===== config.mk =====
export PLATFORM = sky130hd
export DESIGN_NAME = featuremap_pad_writer
export DESIGN_NICKNAME = d
export VERILOG_FILES = /design/src/rtl/featuremap_pad_writer.sv
export SDC_FILE = /design/constraint.sdc
export NUM_CORES = 1
export LEC_CHECK = 0
export ABC_AREA = 1
export BUFFER_PORTS_ARGS = -buffer_cell sky130_fd_sc_hd__buf_2
export CORE_AREA = 5 5 78 80
export CTS_CLUSTER_DIAMETER = 150
export DETAILED_ROUTE_END_ITERATION = 7
export DIE_AREA = 0 0 83 85
export PLACE_DENSITY = 0.85
export SETUP_SLACK_MARGIN = 0.05
export SYNTH_ARGS = -nofsm -noshare
export SYNTH_HDL_FRONTEND = slang
export SYNTH_SLANG_ARGS = --single-unit

===== constraint.sdc =====
create_clock -name clk -period 5 [get_ports clk]
set_input_delay 0.5 -clock clk [delete_from_list [all_inputs] [get_ports clk]]
set_output_delay 0.5 -clock clk [all_outputs]
set_load 0.05 [all_outputs]

===== src/rtl/featuremap_pad_writer.sv =====
// Producer for the featuremap pixel FIFO: wraps an unpadded WIDTH x HEIGHT B/G/R
// pixel stream in a one-pixel zero border and writes it row-major, one word per write.
module featuremap_pad_writer #(
    parameter int DATA_WIDTH = 32,
    parameter int WIDTH      = 112,
    parameter int HEIGHT     = 112
) (
    input  logic                    clk,
    input  logic                    rst,
    input  logic                    start,
    input  logic [3*DATA_WIDTH-1:0] pix_in,
    input  logic                    pix_valid,
    output logic                    pix_ready,
    input  logic                    fifo_full,
    output logic                    wrreq,
    output logic [3*DATA_WIDTH-1:0] data_out,
    output logic                    busy,
    output logic                    frame_done
);

    localparam int CW = $clog2(WIDTH + 2);
    localparam int RW = $clog2(HEIGHT + 2);
    localparam logic [CW-1:0] COL_LAST = CW'(WIDTH + 1);
    localparam logic [RW-1:0] ROW_LAST = RW'(HEIGHT + 1);

    typedef enum logic [1:0] {
        IDLE   = 2'd0,
        ACTIVE = 2'd1,
        DONE   = 2'd2
    } state_t;

    state_t        state, state_nxt;
    logic [RW-1:0] row, row_nxt;
    logic [CW-1:0] col, col_nxt;
    logic          border;

    always_ff @(posedge clk or negedge rst) begin
        if (!rst) begin
            state <= IDLE;
            row   <= '0;
            col   <= '0;
        end else begin
            state <= state_nxt;
            row   <= row_nxt;
            col   <= col_nxt;
        end
    end

    always_comb begin
        state_nxt  = state;
        row_nxt    = row;
        col_nxt    = col;
        wrreq      = 1'b0;
        pix_ready  = 1'b0;
        data_out   = '0;
        border     = (row == '0) || (row == ROW_LAST) || (col == '0) || (col == COL_LAST);
        busy       = (state != IDLE);
        frame_done = (state == DONE);

        unique case (state)
            IDLE: begin
                if (start) begin
                    row_nxt   = '0;
                    col_nxt   = '0;
                    state_nxt = ACTIVE;
                end
            end
            ACTIVE: begin
                if (border) begin
                    wrreq = !fifo_full;
                end else begin
                    // pix_ready tracks only fifo_full so a pixel is taken exactly when written
                    wrreq     = pix_valid && !fifo_full;
                    pix_ready = !fifo_full;
                    data_out  = pix_in;
                end
                if (wrreq) begin
                    if (col == COL_LAST) begin
                        col_nxt = '0;
                        if (row == ROW_LAST) state_nxt = DONE;
                        else                 row_nxt   = row + 1'b1;
                    end else begin
                        col_nxt = col + 1'b1;
                    end
                end
            end
            DONE: begin
                state_nxt = IDLE;
            end
            default: begin
                state_nxt = IDLE;
            end
        endcase
    end

endmodule


Word level (Yosys, flattened, before mapping)
Cells that the tools add are included.
Word-level totals
  register bits after elaboration: 16
  latch bits: 0
  memory bits (writable): 0
  ROM bits: 0
  input port bits: 101
  memories kept: 0
Cells by class
  add/subtract/negate cells: 2
  $mul: 0
  div/mod/pow operators: 0
  order comparisons: 0
  equality and inequality tests: 9
  shift operators: 0
  multiplexer cells: 20
  bitwise operators: 0
  reductions and logical operators: 13
Operators with widths (count)
  two-way mux 96 bit: 2
  two-way mux 7 bit: 6
  one-hot mux 7 bit (2 select lines): 2
  adder 7 x 1 -> 7 bit, second input constant: 2
  equality test 7 bit, second input constant: 2
  logical NOT 7 bit: 2
  inequality test 2 bit, second input constant: 5
  two-way mux 2 bit: 4
  two-way mux 1 bit: 5
  AND reduction 5 bit: 1
  one-hot mux 2 bit (2 select lines): 1
  AND reduction 4 bit: 1
  nonzero test 2 bit: 2
  logical OR 1 bit: 3
  AND reduction 3 bit: 1
  equality test 2 x 1 -> 1 bit, second input constant: 1
  equality test 2 bit, second input constant: 1
  logical NOT 2 bit: 1
  logical AND 1 bit: 1
  logical NOT 1 bit: 1

Depth between registers and ports, before layout
Gate-level depths: netlist of the first run.
  depth in word-level cells: 8
  mapped depth: 13

Least setup slack after synthesis of the first run
No wires, ideal clock.
  path kind: register to output
  start point: reg row[0]
  end point: out pix_ready
  data arrival time: 2238 ps
  required time: 4500 ps
  setup slack: 2262 ps
  stages on the path, launching flop included: 11
  path through: dfrtp_1 -> inv_1 -> ha_1 -> inv_1 -> nor2_1 -> nand3_2 -> nand2_1 -> nor2_4 -> inv_2 -> buf_4 -> nor3_1
On the way
  word-level cells in the longest chain between the ends: 6
  elaborated cells on any way between the ends: 7
  those cells by class: 1 x eq/ne; 2 x mux; 4 x reduce/logical
RTL lines
  start, declared: line 33  | logic [RW-1:0] row, row_nxt;
  start signal, assigned: line 44  | row <= row_nxt;
  equality test 7 bit or logical NOT 7 bit (tied branches): line 56  | border = (row == '0) || (row == ROW_LAST) || (col == '0) || (col == COL_LAST);
  logical OR 1 bit (*) (3 in series): line 56
  two-way mux 1 bit (*): line 69  | if (border) begin
  two-way mux 1 bit (*): line 60  | unique case (state)
  end, declared: line 13  | output logic pix_ready,
Every way passes the cells marked *; elsewhere a longest branch is shown, timed or not.

Worst setup path in the final report of the first run
  start point: reg row[1]
  end point: out data_out[56]
On the way
  word-level cells in the longest chain between the ends: 6
  elaborated cells on any way between the ends: 7
  those cells by class: 1 x eq/ne; 2 x mux; 4 x reduce/logical
RTL lines
  equality test 7 bit or logical NOT 7 bit (tied branches): line 56
  logical OR 1 bit (*) (3 in series): line 56
  two-way mux 96 bit (*): line 69
  two-way mux 96 bit (*): line 60
  end, declared: line 16  | output logic [3*DATA_WIDTH-1:0] data_out,
Marks and branches as above.

==> results.json, run 1 <==
{
  "fin_worst_skew_ns": 0.000591,
  "gp_congestion": 1.02,
  "mostFrequentLayoutCell": "buf_2",
  "netlist-cell-type-count": 24,
  "synth_top_cells_by_area": "nand2_1 26%, nor2_1 21%, dfrtp_1 20%",
  "count_of_buffer_and_inverter_cells_on_the_critical_path": 5,
  "crit_arrival_ns": 2.80,
  "ant_nets": 0,
  "number_of_maximum_capacitance_violations": 0,
  "max_clock_freq_mhz": 303,
  "area_inside_the_core_boundary_um2": 5340,
  "grt_util_all_layers_pct": 22.4,
  "critPathCaptureType": "primary output",
  "synth-seq-area-share_pct": 20.0,
  "grt_start_max_net_pins": 63,
  "placementRows": 27,
  "syn_nets": 484,
  "yosys_register_bits": 16,
  "yosys_top_cell_area_share_pct": 25.8,
  "die_height_um": 85,
  "worst-slew-pin-transition_ns": 0.907,
  "worst_path_max_delay_cell": "inv_2",
  "start_kind": "flop",
  "cts.reportedPaths.clkPinSlew_ns": 0.07,
  "post_cts_resized": 0,
  "cpPeakStageDelay_ns": 0.54,
  "critical_path.cell_chain": "inv_1 -> ha_1 -> nand2_1 -> inv_1 -> nand3_2 -> nand2_1 -> nor2_4 -> inv_2 -> buf_4 -> nor2_1 -> buf_2",
  "worst_path_dominant_cell_family": "buffers and inverters",
  "setup-tns-final_ns": 0,
  "outcome": "finished, final reports clean",
  "antenna_found_initial": 1,
  "synth_area_um2": 2010,
  "layout.filler_cells": 525,
  "start_util_pct": 37.6,
  "global_route.overflow_total": 0,
  "detail_route.drc_violations": 0,
  "buffer_ports.inserted": 200,
  "design_area_um2": 3050,
  "layout-area-overhead-vs-synth_pct": 51.8,
  "netlist.top_cell.by_area": "nand2_1",
  "rsz0062_at_grt": "false",
  "most-common-layout-cells": "200 x buf_2, 138 x nand2_1, 113 x nor2_1",
  "detailedRoute.firstIterationViolations": 99,
  "place_hpwl_um": 6920,
  "grt_first_pass_wirelength_um": 13300,
  "clock_latency_ns": 0.25,
  "critical_setup_path_class": "flop to primary output",
  "cts_tree": "done",
  "cts.sinks": 16,
  "slew-limit-headroom_pct": 39.4,
  "cts-htree-levels": 1,
  "die_width_um": 83,
  "root_buffer": "clkbuf_8",
  "wl_per_cell_um": 13.2,
  "setup_viol": 0,
  "timing_hold_violations_final": 0,
  "synthesis.instances": 377,
  "cts-root-to-sink-buffers": 2,
  "fin_crit_sh_pct": 65.9,
  "period_needed_ns": 3.30,
  "io_pins": 201,
  "layout.nets": 669,
  "hp-class": "input port to asynchronous set/reset pin",
  "routed_wl_um": 8390,
  "synthesis.area_per_instance_um2": 5.32,
  "drt-vias-per-instance": 4.56,
  "cp_max_fo": 50,
  "layout-drive-gt1-share_pct": 39.6,
  "number_of_global_route_vias_before_repair": 2694,
  "die_area_um2": 7060,
  "firstDrtPassIters": 4,
  "route.vias.total": 2888,
  "cts.repair_timing.setup_buffer_count": 0,
  "critPathRequiredTime_ns": 4.50,
  "cts.hold.buffers_added": 0,
  "slew_violations": 0,
  "cts-buffers-inserted": 3,
  "synth.yosys.warnings": 0,
  "postPlaceCellArea_um2": 2990
}
-- logic make-up after synthesis --
group / Yosys count / synth area share, %
AO/OA/AOI/OAI: 10 / 2.62
XOR/XNOR: 3 / 1.31
flip-flops: 16 / 20.0
buffers and inverters: 52 / 11.8
AND/OR/NAND/NOR: 290 / 60.6
adder cells (fa/ha/maj): 6 / 3.74
-- per-layer routing --
layer  track usage [%]  vias up  wire length, µm
li1                  -     1493                -
met1              26.4     1234             3240
met4              4.75        0              152
met5                 0        -                0
met2              39.1      150             4040
met3              8.16       11              964
-- synthesized netlist by cell type, drive strengths merged --
library cell	count
a21oi	3
nand3	23
nor2	118
clkbuf	3
dfrtp	16
o211ai	1
inv	30
nand2	143
buf	19
xor2	3
nor3	4
nand3b	1
o21ai	6
nand4	1
ha	6
-- stage by stage --
stage,instances,worst slack (ns),hold WS [ns],util (%)
floorplan,377,2.26,0.204,-
global placement,629,2.07,0.431,56.0
detailed placement,629,2.01,0.439,56.0
CTS,633,1.70,0.163,57.0
global route,634,1.48,0.178,57.1
finish,634,1.70,0.153,57.1
-- final timing paths --
path	cells past startpoint	endpoint	slack (ns)	startpoint
worst max-delay path	11	data_out[56]	1.70	row[1]
worst min-delay path	1	state[0]	0.15	rst
worst max register to register	9	row[5]	2.67	state[0]
worst min register to register	2	row[1]	0.56	row[1]
max in group asynchronous	1	row[6]	4.58	rst
min in group clk	2	row[1]	0.56	row[1]
-- state kept, by name (all words and copies together) (netlist names) --
| register | flops |
|---|---|
| state | 2 |
| col | 7 |
| row | 7 |
-- area by class of cell --
cell class,instances,area [µm²],area share (%)
antenna,1,2.50,0.0822
clock buffer,4,55.1,1.81
inverter,30,113,3.70
multi-input combinational,309,1370,44.9
sequential,16,400,13.1
tap,72,90.1,2.96
timing repair buffer,202,1020,33.4
Power of run 1 is left out: the tool's default activity adds up to more than one toggle a clock period on the data nets, which glitch-free logic cannot reach.
==> run 2: changes to the inputs <==
--- a/config.mk
+++ b/config.mk
@@ -7,11 +7,11 @@
 export LEC_CHECK = 0
 export ABC_AREA = 1
 export BUFFER_PORTS_ARGS = -buffer_cell sky130_fd_sc_hd__buf_2
-export CORE_AREA = 5 5 78 80
+export CORE_AREA = 5 5 80 82
 export CTS_CLUSTER_DIAMETER = 150
 export DETAILED_ROUTE_END_ITERATION = 7
-export DIE_AREA = 0 0 83 85
-export PLACE_DENSITY = 0.85
+export DIE_AREA = 0 0 85 87
+export PLACE_DENSITY = 0.81
 export SETUP_SLACK_MARGIN = 0.05
 export SYNTH_ARGS = -nofsm -noshare
 export SYNTH_HDL_FRONTEND = slang
==> constraint.sdc (replaced) <==
create_clock -name clk -period 3.1 [get_ports clk]
set_input_delay 0.31 -clock clk [delete_from_list [all_inputs] [get_ports clk]]
set_output_delay 0.31 -clock clk [all_outputs]
set_load 0.05 [all_outputs]
==> run 2 against run 1 <==
- first-iteration DRC count decreased by 21%
- global-route usage down 3.3 points
- design area up 0.82%
==> results.json, run 2 (synthesis results as in run 1) <==
{
  "worst_path_max_delay_cell": "buf_6",
  "hold_path_depth": 6,
  "worst_path_dominant_cell_family": "buffers and inverters",
  "critPathRequiredTime_ns": 2.79,
  "regArea_um2": 400,
  "cts.reportedPaths.clkPinSlew_ns": 0.07,
  "timing_hold_violations_final": 0,
  "rr_worst_depth": 10,
  "firstDrtPassIters": 4,
  "layout.filler_cells": 530,
  "grt_first_pass_wirelength_um": 11700,
  "die_area_um2": 7400,
  "multiInputGateArea_um2": 1370,
  "ant_nets": 0,
  "cp_max_fo": 68,
  "worst-r2r-setup-slack_ns": 1.33,
  "number_of_global_route_vias_before_repair": 2579,
  "fin_hold_ws_ns": 0.451,
  "placementRows": 28,
  "die_width_um": 85,
  "crit_arrival_ns": 2.46,
  "layout-area-overhead-vs-synth_pct": 53.1,
  "grt_start_max_net_pins": 77,
  "critical_setup_path_class": "flop to primary output",
  "routed_wl_um": 7790,
  "number_of_maximum_capacitance_violations": 0,
  "endpoint": "data_out[64]",
  "antenna_found_initial": 3,
  "die_height_um": 87,
  "start_util_pct": 35.3,
  "cts_tree": "done",
  "slew-limit-headroom_pct": 55.1,
  "mostFrequentLayoutCell": "buf_2",
  "area_inside_the_core_boundary_um2": 5680,
  "drt-vias-per-instance": 4.51,
  "setup_viol": 0,
  "start_kind": "flop",
  "cpPeakStageDelay_ns": 0.45,
  "critPathCaptureType": "primary output",
  "layout-drive-gt1-share_pct": 39.6,
  "cts-root-to-sink-buffers": 2,
  "cts-htree-levels": 1,
  "count_of_buffer_and_inverter_cells_on_the_critical_path": 5,
  "hp-class": "input port to flop",
  "clock_latency_ns": 0.26,
  "gp_congestion": 0.884,
  "io_pins": 201,
  "fin_crit_sh_pct": 89.5,
  "wl_per_cell_um": 12.2,
  "setup-tns-final_ns": 0,
  "critical_path_cell_count": 11,
  "detailedRoute.firstIterationViolations": 78,
  "buffer_ports.inserted": 200,
  "worstSetupStartpoint": "col[0]",
  "route.vias.total": 2883,
  "slew_violations": 0,
  "period_needed_ns": 2.77,
  "most-common-layout-cells": "200 x buf_2, 138 x nand2_1, 113 x nor2_1",
  "place_hpwl_um": 6400,
  "root_buffer": "clkbuf_8",
  "critical_path.cell_chain": "inv_1 -> ha_1 -> inv_1 -> nor2_1 -> nand3_2 -> nand2_1 -> nor2_4 -> inv_2 -> buf_6 -> nor2_1 -> buf_2",
  "cts.sinks": 16,
  "worst-slew-pin-transition_ns": 0.673,
  "layout.nets": 671,
  "rsz0062_at_grt": "false",
  "fin_worst_skew_ns": 0.00574,
  "timing.rr.end": "row[2]",
  "cts-buffers-inserted": 3,
  "worstReg2RegStart": "state[0]",
  "grt_util_all_layers_pct": 19.1,
  "max_clock_freq_mhz": 361,
  "outcome": "finished, final reports clean",
  "top_regs": "col (7), row (7), state (2)",
  "detail_route.drc_violations": 0,
  "global_route.overflow_total": 0
}
## run 2: worst min-delay path by stage
| stage | from | endpoint | slack (ns) |
|---|---|---|---|
| global route | fifo_full | state[1] | 0.49 |
| finish | fifo_full | state[1] | 0.45 |
| CTS | fifo_full | state[1] | 0.45 |
| global placement | rst | row[0] | 0.24 |
| detailed placement | rst | row[0] | 0.25 |
| floorplan | rst | col[0] | 0.01 |
## run 2: per-stage QoR
step                      instance area, µm²  util [%]  cells  setup WS (ns)
after floorplan                         2010         -    377          0.552
after global placement                  3000      52.8    633          0.514
after detailed placement                3000      52.8    633          0.430
after CTS                               3060      54.0    638          0.145
after global routing                    3070      54.1    639         0.0631
final                                   3070      54.1    639          0.327
## run 2: per-layer routing
layer,global-route usage [%],share of wire (%),up-vias
met2,32.8,47,154
met5,0,0.36,-
met1,21.3,37,1209
met4,5.32,1.9,4
met3,8.61,14,15
li1,-,-,1501
## run 2: layout make-up
type / instances / share of cell area, %
diodes: 1 / 0.0815
clock buffers: 4 / 1.79
inverters: 30 / 3.67
multi-input cells: 309 / 44.6
flip-flops and latches: 16 / 13.0
well taps: 75 / 3.06
repair buffers: 204 / 33.8
## run 2: worst min-delay path: stages
cell and delay (ns):
buf_2 0.11, inv_1 0.04, nand2_1 0.05, nand2_1 0.06
nand3_1 0.07, inv_1 0.04
## run 2: repair_timing
action | CTS | global route
setup buffers | 0 | 0
setup endpoints to repair | 0 | 68
hold buffers | 1 | 0
gates resized for setup | 0 | 1
endpoints found under the hold margin | 16 | 0
Power of run 2 is left out for the same reason.
==> run 3: changes to the inputs <==
--- a/config.mk
+++ b/config.mk
@@ -7,10 +7,10 @@
 export LEC_CHECK = 0
 export ABC_AREA = 1
 export BUFFER_PORTS_ARGS = -buffer_cell sky130_fd_sc_hd__buf_2
-export CORE_AREA = 5 5 80 82
+export CORE_AREA = 5 5 92 72
 export CTS_CLUSTER_DIAMETER = 150
 export DETAILED_ROUTE_END_ITERATION = 7
-export DIE_AREA = 0 0 85 87
+export DIE_AREA = 0 0 97 77
 export PLACE_DENSITY = 0.81
 export SETUP_SLACK_MARGIN = 0.05
 export SYNTH_ARGS = -nofsm -noshare
==> run 3 against run 2 <==
- routed wire length down 1.8%
- critical endpoint is now data_out[52]
- core utilization up 0.18 points
- non-clock buffer count is the same
- clock-buffer cell count did not move
- critical path depth unchanged
- highest routed layer is now met4
- global-route usage up 0.25 points
- first-iteration DRC count up 38%
- design area is 0.33% higher
==> results.json, run 3 (synthesis results as in run 1) <==
{
  "critical_setup_path_class": "flop to primary output",
  "hp-class": "input port to flop",
  "start_util_pct": 35.3,
  "drt-vias-per-instance": 4.51,
  "cts.reportedPaths.clkPinSlew_ns": 0.06,
  "area_inside_the_core_boundary_um2": 5680,
  "cts.sinks": 16,
  "cts-buffers-inserted": 3,
  "multiInputGateArea_um2": 1370,
  "critPathRequiredTime_ns": 2.79,
  "die_area_um2": 7470,
  "rsz0062_at_grt": "false",
  "slew_violations": 0,
  "setup_viol": 0,
  "post_cts_resized": 0,
  "root_buffer": "clkbuf_8",
  "grt_first_pass_wirelength_um": 12500,
  "route.vias.total": 2894,
  "buffer_ports.inserted": 200,
  "cts_tree": "done",
  "number_of_global_route_vias_before_repair": 2633,
  "layout.nets": 671,
  "grt_start_max_net_pins": 77,
  "ant_nets": 0,
  "top_regs": "col (7), row (7), state (2)",
  "mostFrequentLayoutCell": "buf_2",
  "crit_arrival_ns": 2.39,
  "cts-root-to-sink-buffers": 2,
  "io_pins": 201,
  "slew-limit-headroom_pct": 54.0,
  "placementRows": 24,
  "max_clock_freq_mhz": 371,
  "period_needed_ns": 2.70,
  "setup-tns-final_ns": 0,
  "start_kind": "flop",
  "cp_max_fo": 65,
  "cts-htree-levels": 1,
  "gp_congestion": 0.968,
  "die_width_um": 97,
  "clock_latency_ns": 0.25,
  "fin_worst_skew_ns": 0.00298,
  "number_of_maximum_capacitance_violations": 0,
  "most-common-layout-cells": "200 x buf_2, 138 x nand2_1, 113 x nor2_1",
  "fin_crit_sh_pct": 87.0,
  "timing_hold_violations_final": 0,
  "num_antenna_cells": 0,
  "wl_per_cell_um": 11.9,
  "routed_wl_um": 7660,
  "die_height_um": 77,
  "antenna_found_initial": 0,
  "regArea_um2": 400,
  "place_hpwl_um": 6230,
  "layout-area-overhead-vs-synth_pct": 53.6,
  "detailedRoute.firstIterationViolations": 108,
  "detail_route.drc_violations": 0,
  "place.detailed.instances": 636,
  "grt_util_all_layers_pct": 19.3,
  "global_route.overflow_total": 0,
  "critPathCaptureType": "primary output",
  "final-instance-count-excl-fill": 641,
  "layout.filler_cells": 554,
  "worst-slew-pin-transition_ns": 0.689,
  "layout-drive-gt1-share_pct": 39.6,
  "outcome": "finished, final reports clean",
  "firstDrtPassIters": 4
}
==> run 3: cell types whose count changed in the layout (fill, tap and decap cells not counted) <==
cell,delta
diode_2,-1
buf_6,-1
buf_12,+1
==> run 3: cell type report <==
class	count	area share [%]
clock buffer	4	1.79
inverter	30	3.66
multi-input combinational	309	44.4
sequential	16	13.0
tap	78	3.17
timing repair buffer	204	34.0
==> run 3: critical path, stage by stage, from the launching register on <==
cell	delay (ns)
dfrtp_1	0.42
inv_1	0.10
ha_1	0.15
inv_1	0.04
nor2_1	0.10
nand3_2	0.07
nand2_1	0.11
nor2_4	0.06
inv_2	0.42
buf_12	0.32
nor2_1	0.10
buf_2	0.22
==> run 3: final timing paths <==
path	endpoint	slack [ns]	cells past startpoint	start
max in group asynchronous	row[2]	2.33	2	rst
worst max-delay path	data_out[52]	0.40	11	col[0]
worst min-delay path	state[1]	0.46	6	fifo_full
worst min register to register	row[5]	0.54	2	row[5]
min in group asynchronous	col[2]	0.50	2	rst
worst max register to register	row[0]	1.10	9	state[0]
==> run 3: metrics by stage <==
stage	area, µm²	hold slack [ns]	utilization (%)	setup WS, ns
finish	3080	0.456	54.3	0.404
global placement	3020	0.242	53.1	0.719
detailed placement	3020	0.246	53.1	0.670
floorplan	2010	0.0144	-	0.552
CTS	3080	0.449	54.3	0.388
global route	3080	0.481	54.3	0.174
==> run 3: timing repair <==
action | in CTS | in global routing
hold buffers | 1 | 0
setup buffers | 0 | 0
hold endpoints to repair | 16 | 0
==> run 3: routing by layer <==
metal	global-route usage [%]	vias to the layer above	wire, µm
li1	-	1498	-
met2	34.3	146	3640
met1	23.3	1233	3210
met4	4.07	0	110
met3	5.35	17	693
met5	0	-	0
Power of run 3 is left out for the same reason.
